===== src/rtl/udl_cnt_defs.sv =====
// Shared definitions for the udl_cnt counter family.
//   UDL_WRAP / UDL_SAT : limit-handling mode constants for the SAT parameter
//   UDL_CH_SLICE(k, w) : part-select of channel k in a flat k*w bus
`ifndef UDL_CNT_DEFS_SV
`define UDL_CNT_DEFS_SV
`define UDL_CH_SLICE(k, w) [(k)*(w) +: (w)]
`endif

package udl_cnt_defs;

  localparam int unsigned UDL_WRAP = 0;
  localparam int unsigned UDL_SAT  = 1;

endpackage


===== src/rtl/udl_cnt_ch.sv =====
// One channel of the up/down/load counter bank: step arithmetic, wrap or
// saturate at 0/MAXV, registered terminal-count pulse, optional TMR storage.
//   clk, rst_n   : clock, async active-low reset
//   ce, l, up    : count enable, synchronous load, direction (1 = up)
//   d            : load value (clamped to MAXV)
//   step         : count magnitude (clamped to MAXV)
//   q            : current count (voted when TMR=1)
//   tc           : terminal-count pulse, high while q shows a wrapped/saturated value
//   mismatch_c   : a TMR copy currently disagrees with the vote (0 when TMR=0)
module udl_cnt_ch
  import udl_cnt_defs::*;
#(
  parameter int unsigned WIDTH = 4,
  parameter int unsigned MAXV  = (2**WIDTH) - 1,
  parameter int unsigned SAT   = UDL_WRAP,
  parameter int unsigned TMR   = 0
) (
  input  logic             clk,
  input  logic             rst_n,
  input  logic             ce,
  input  logic             l,
  input  logic             up,
  input  logic [WIDTH-1:0] d,
  input  logic [WIDTH-1:0] step,
  output logic [WIDTH-1:0] q,
  output logic             tc,
  output logic             mismatch_c
);

  // One extra bit so cnt+step and cnt+(MAXV+1) never overflow.
  localparam int unsigned W1 = WIDTH + 1;
  localparam logic [W1-1:0] MAXV_X  = W1'(MAXV);
  localparam logic [W1-1:0] MODULUS = W1'(MAXV + 1);

  (* syn_keep = 1 *) logic [WIDTH-1:0] cnt_v;

  logic [WIDTH-1:0] nxt;
  logic             tc_nxt;
  logic [W1-1:0]    cnt_x;
  logic [W1-1:0]    d_x;
  logic [W1-1:0]    step_e;
  logic [W1-1:0]    sum;
  logic             tc_r;

  // Next-count and terminal-count decode, always from the voted value.
  always_comb begin
    nxt    = cnt_v;
    tc_nxt = 1'b0;
    cnt_x  = {1'b0, cnt_v};
    d_x    = {1'b0, d};
    step_e = ({1'b0, step} > MAXV_X) ? MAXV_X : {1'b0, step};
    sum    = cnt_x + step_e;
    if (l) begin
      nxt = (d_x > MAXV_X) ? WIDTH'(MAXV_X) : d;
    end else if (ce) begin
      if (up) begin
        if (sum > MAXV_X) begin
          tc_nxt = 1'b1;
          nxt    = (SAT == UDL_SAT) ? WIDTH'(MAXV_X) : WIDTH'(sum - MODULUS);
        end else begin
          nxt = WIDTH'(sum);
        end
      end else if (cnt_x >= step_e) begin
        nxt = WIDTH'(cnt_x - step_e);
      end else begin
        tc_nxt = 1'b1;
        nxt    = (SAT == UDL_SAT) ? '0 : WIDTH'(cnt_x + MODULUS - step_e);
      end
    end
  end

  // Terminal-count pulse register.
  always_ff @(posedge clk or negedge rst_n) begin
    if (!rst_n) begin
      tc_r <= 1'b0;
    end else begin
      tc_r <= tc_nxt;
    end
  end

  generate
    if (TMR != 0) begin : g_tmr
      (* syn_preserve = 1 *) logic [WIDTH-1:0] cnt0_r;
      (* syn_preserve = 1 *) logic [WIDTH-1:0] cnt1_r;
      (* syn_preserve = 1 *) logic [WIDTH-1:0] cnt2_r;

      // All copies written every cycle, so a single upset is scrubbed in one edge.
      always_ff @(posedge clk or negedge rst_n) begin
        if (!rst_n) begin
          cnt0_r <= '0;
          cnt1_r <= '0;
          cnt2_r <= '0;
        end else begin
          cnt0_r <= nxt;
          cnt1_r <= nxt;
          cnt2_r <= nxt;
        end
      end

      udl_cnt_vote #(
        .WIDTH (WIDTH)
      ) u_vote (
        .a   (cnt0_r),
        .b   (cnt1_r),
        .c   (cnt2_r),
        .y_c (cnt_v)
      );

      assign mismatch_c = (|(cnt0_r ^ cnt_v)) | (|(cnt1_r ^ cnt_v)) | (|(cnt2_r ^ cnt_v));
    end else begin : g_single
      logic [WIDTH-1:0] cnt_r;

      always_ff @(posedge clk or negedge rst_n) begin
        if (!rst_n) begin
          cnt_r <= '0;
        end else begin
          cnt_r <= nxt;
        end
      end

      assign cnt_v      = cnt_r;
      assign mismatch_c = 1'b0;
    end
  endgenerate

  assign q  = cnt_v;
  assign tc = tc_r;

endmodule


===== src/rtl/udl_cnt_vote.sv =====
// Bitwise 2-of-3 majority voter used by the TMR counter registers.
//   a, b, c : the three register copies
//   y_c     : combinational voted value
module udl_cnt_vote #(
  parameter int unsigned WIDTH = 4
) (
  input  logic [WIDTH-1:0] a,
  input  logic [WIDTH-1:0] b,
  input  logic [WIDTH-1:0] c,
  output logic [WIDTH-1:0] y_c
);

  assign y_c = (a & b) | (a & c) | (b & c);

endmodule


===== src/rtl/udl_cnt_nch.sv =====
// N-channel up/down/load counter bank with programmable step, wrap/saturate
// limit handling, terminal-count pulses, optional TMR and a sticky SEU flag.
//   CLK, RST_N : clock, async active-low reset
//   CE, L, UP  : per-channel enable, load, direction
//   D          : per-channel load values, channel k at [k*Width +: Width]
//   STEP       : shared step magnitude
//   CLR_ERR    : clears SEU_ERR (a simultaneous new mismatch wins)
//   Q          : per-channel counts, channel k at [k*Width +: Width]
//   TC         : per-channel terminal-count pulses
//   SEU_ERR    : sticky TMR disagreement flag (0 when TMR=0)
module udl_cnt_nch
  import udl_cnt_defs::*;
#(
  parameter int unsigned Width = 4,
  parameter int unsigned NCH   = 1,
  parameter int unsigned MAXV  = (2**Width) - 1,
  parameter int unsigned SAT   = UDL_WRAP,
  parameter int unsigned TMR   = 0
) (
  input  logic                 CLK,
  input  logic                 RST_N,
  input  logic [NCH-1:0]       CE,
  input  logic [NCH-1:0]       L,
  input  logic [NCH-1:0]       UP,
  input  logic [NCH*Width-1:0] D,
  input  logic [Width-1:0]     STEP,
  input  logic                 CLR_ERR,
  output logic [NCH*Width-1:0] Q,
  output logic [NCH-1:0]       TC,
  output logic                 SEU_ERR
);

  logic [NCH-1:0] mism_c;

  generate
    for (genvar k = 0; k < NCH; k++) begin : g_ch
      udl_cnt_ch #(
        .WIDTH (Width),
        .MAXV  (MAXV),
        .SAT   (SAT),
        .TMR   (TMR)
      ) u_ch (
        .clk        (CLK),
        .rst_n      (RST_N),
        .ce         (CE[k]),
        .l          (L[k]),
        .up         (UP[k]),
        .d          (D `UDL_CH_SLICE(k, Width)),
        .step       (STEP),
        .q          (Q `UDL_CH_SLICE(k, Width)),
        .tc         (TC[k]),
        .mismatch_c (mism_c[k])
      );
    end

    if (TMR != 0) begin : g_seu
      logic seu_err_r;

      // Sticky error flag; a new mismatch takes priority over the clear.
      always_ff @(posedge CLK or negedge RST_N) begin
        if (!RST_N) begin
          seu_err_r <= 1'b0;
        end else if (|mism_c) begin
          seu_err_r <= 1'b1;
        end else if (CLR_ERR) begin
          seu_err_r <= 1'b0;
        end
      end

      assign SEU_ERR = seu_err_r;
    end else begin : g_no_seu
      logic unused_err;
      assign unused_err = CLR_ERR | (|mism_c);
      assign SEU_ERR    = 1'b0;
    end
  endgenerate

endmodule


===== config.mk =====
export PLATFORM = sky130hd
export DESIGN_NAME = udl_cnt_nch
export DESIGN_NICKNAME = d
export VERILOG_FILES = /design/src/rtl/udl_cnt_defs.sv /design/src/rtl/udl_cnt_ch.sv /design/src/rtl/udl_cnt_vote.sv /design/src/rtl/udl_cnt_nch.sv
export SDC_FILE = /design/constraint.sdc
export NUM_CORES = 1
export LEC_CHECK = 0
export CAP_MARGIN = 25
export CORE_AREA = 2 2 39 41
export DETAILED_ROUTE_END_ITERATION = 8
export DIE_AREA = 0 0 41 43
export GPL_TIMING_DRIVEN = 0
export HOLD_SLACK_MARGIN = 0.12
export MAX_ROUTING_LAYER = met4
export PLACE_DENSITY = 0.79
export SETUP_SLACK_MARGIN = 0.4
export SLEW_MARGIN = 40
export SYNTH_ARGS = -nofsm -noshare
export SYNTH_HDL_FRONTEND = slang
export SYNTH_SLANG_ARGS = --single-unit

===== constraint.sdc =====
create_clock -name CLK -period 2.1 [get_ports CLK]
set_input_delay 0.42 -clock CLK [delete_from_list [all_inputs] [get_ports CLK]]
set_output_delay 0.42 -clock CLK [all_outputs]
set_load 0.005 [all_outputs]

==> results.sh <==
export IMPL_status="completed"
export IMPL_cts_setup_buffers=0
export IMPL_cts_inserted_buffers=3
export IMPL_cap_violations=0
export IMPL_syn_area_um2=520
export IMPL_setup_slack_ns=0.400
export IMPL_arrival_ns=1.81
export IMPL_post_route_util=0.552
export IMPL_drc=0
export IMPL_peakVddDrop_mv=0.297
export IMPL_fmax_mhz=588
export IMPL_rows=14
export IMPL_core_um2=1380
export IMPL_clockBufferDepth=2
export IMPL_grt_start_max_net_pins=10
export IMPL_ant_nets=0
export IMPL_fin_nets=106
export IMPL_grt_pass1_vias=436
export IMPL_dieArea_um2=1760
export IMPL_synthCells=62
export IMPL_yosysUniqueCellTypes=25
export IMPL_numClockSinks=5
export IMPL_worst_clock_skew_ns=0.00279
export IMPL_drive_above_1_share=0.235
export IMPL_via_per_inst=4.80
export IMPL_power_density_nw_per_um2=569
export IMPL_grt_setup_unrepaired="yes"
export IMPL_setup_viol=0
export IMPL_syn_avg_cell_area_um2=8.40
export IMPL_dpl_hpwl_um=847
export IMPL_ff2ff_path_depth=7
export IMPL_final_cell_area_um2=764
export IMPL_wl_mm=1.10
export IMPL_reg2reg_slack_ns=0.46
export IMPL_gp_congestion=0.746
export IMPL_r2r_start="g_ch[0].u_ch.q[0]$_DFFE_PN0P_"
export IMPL_synth_seq_cells=5
export IMPL_startpoint="STEP[2]"
export IMPL_fin_crit_ns=1.70
export IMPL_overflow=0
export IMPL_grt_antenna_before_repair=0
export IMPL_clk_pin_slew_ns=0.04
export IMPL_crit_end="g_ch[0].u_ch.q[3]$_DFFE_PN0P_"
export IMPL_grtUsageTotal=0.151
export IMPL_vias=466
export IMPL_die_h_um=43
export IMPL_yosysWarningCount=0
export IMPL_num_io_pins=20
export IMPL_cp_end_kind="flip-flop"
export IMPL_min_path_type="input port to asynchronous set/reset pin"
export IMPL_drt_initial_drc_count=3
export IMPL_syn_nets=86
export IMPL_pre_cts_slack_ns=-0.0920
export IMPL_crit_type="input port to flip-flop"
export IMPL_cts_root_buffer="clkbuf_4"
export IMPL_start_util=0.376
export IMPL_hold_violations=0
export IMPL_io_buffers=15
export IMPL_grt_pass1_wl_mm=1.69
export IMPL_area_growth_pct=46.9
export IMPL_insertion_delay_ns=0.24
export IMPL_period_share=0.809
export IMPL_r2r_end="g_ch[0].u_ch.q[2]$_DFFE_PN0P_"
export IMPL_holdWs_ns=0.397
export IMPL_avgRoutedWirePerCell_um=11.4
export IMPL_first_pass_iters=4
export IMPL_place_area_um2=691
export IMPL_drv_slew=0
export IMPL_diodes=0
export IMPL_die_x_um=41
export IMPL_h_tree_depth=1
export IMPL_crit_required_ns=2.21
export IMPL_cts_tree="built"
export IMPL_p_leak_nw=0.342
export IMPL_cp_start_kind="input port"
export IMPL_final_setup_tns_ns=0
export IMPL_ys_seq_area_frac=0.240
export IMPL_cp_max_fo=3
## per-layer routing
layer,vias to the layer above,GRT usage,share of wire
li1,241,-,-
met1,213,0.185,0.42
met2,10,0.216,0.53
met3,2,0.0157,0.040
met4,0,0.120,0.0082
met5,-,-,0
## where the power goes
group | internal (mW) | total (mW) | switching, mW
Clock | 0.0716 | 0.108 | 0.0360
Combinational | 0.108 | 0.203 | 0.0943
Sequential | 0.109 | 0.125 | 0.0156
Total | 0.289 | 0.435 | 0.146
## how the worst min path moves through the flow
stage | start | to | slack [ns]
after floorplan | RST_N | g_ch[0].u_ch.q[0]$_DFFE_PN0P_ | 0.12
after global placement | g_ch[0].u_ch.q[3]$_DFFE_PN0P_ | g_ch[0].u_ch.q[3]$_DFFE_PN0P_ | 0.59
after detailed placement | g_ch[0].u_ch.q[3]$_DFFE_PN0P_ | g_ch[0].u_ch.q[3]$_DFFE_PN0P_ | 0.59
after CTS | RST_N | g_ch[0].u_ch.tc$_DFF_PN0_ | 0.40
after global routing | RST_N | g_ch[0].u_ch.q[0]$_DFFE_PN0P_ | 0.42
final | RST_N | g_ch[0].u_ch.q[3]$_DFFE_PN0P_ | 0.40
## critical path: stages
cell and delay (ns):
clkdlybuf4s50_1 0.48, inv_1 0.07, ha_4 0.30, inv_1 0.07
o211ai_1 0.09, nand3_1 0.11, xor2_1 0.19, o21ai_1 0.09
## flip-flops by register name (all words and copies together), names as in the netlist
signal and count:
g_ch.u_ch.q 4, g_ch.u_ch.tc 1
## cell usage in the layout (no fill, tap or decap), types with 2 or more instances in the layout
master,Yosys,routed
a21oi_1,5,4
clkbuf_4,0,3
clkdlybuf4s50_1,0,13
dfrtp_1,5,4
fa_2,0,2
ha_1,8,5
ha_4,0,2
inv_1,8,7
nand2_1,6,6
nor2_1,4,4
o21ai_0,4,3
o21ai_1,2,3
o21ai_2,2,2
## Yosys cell counts, drive strengths merged
library cell | n | area (µm²)
ha | 8 | 100
inv | 8 | 30.0
o21ai | 8 | 47.6
nand2 | 6 | 22.5
a21oi | 5 | 25.0
dfrtp | 5 | 125
nor2 | 4 | 15.0
buf | 3 | 22.5
fa | 2 | 40.0
nor3 | 2 | 10.0
a211oi | 1 | 7.51
a22oi | 1 | 7.51
conb | 1 | 3.75
mux2 | 1 | 11.3
mux2i | 1 | 10.0
nand2b | 1 | 6.26
nand3 | 1 | 5.00
nor2b | 1 | 6.26
o211ai | 1 | 7.51
xnor2 | 1 | 8.76
xor2 | 1 | 8.76
## through the flow
step	cells	total power, mW
6_report	97	0.435
5_1_grt	97	0.471
4_1_cts	97	0.422
3_5_place_dp	93	0.299
3_3_place_gp	93	0.294
2_1_floorplan	62	0.227
## what timing repair did
item                                    4_1_cts  5_1_grt
hold buffers                                  0        0
endpoints found under the setup margin        4        4
gates resized for setup                       6       11
pin swaps                                     2        4
## final cells by class
cell class	instances	area [µm²]
buffer	3	22.5
fill	128	619
tap	16	20.0
inverter	8	30.0
sequential	5	126
clock buffer	4	26.3
multi-input combinational	46	395
timing repair buffer	15	144
## cells by family (layout without fill, tap and decap cells)
family | Yosys count | count (layout) | synth area share
flip-flops | 5 | 5 | 0.240
AO/OA/AOI/OAI | 16 | 16 | 0.183
adder cells (fa/ha/maj) | 10 | 10 | 0.269
buffers and inverters | 11 | 30 | 0.101
multiplexers | 2 | 2 | 0.0409
XOR/XNOR | 2 | 2 | 0.0337
AND/OR/NAND/NOR | 15 | 15 | 0.125
other | 1 | 1 | 0.00720
(Power assumes the default switching activity.)
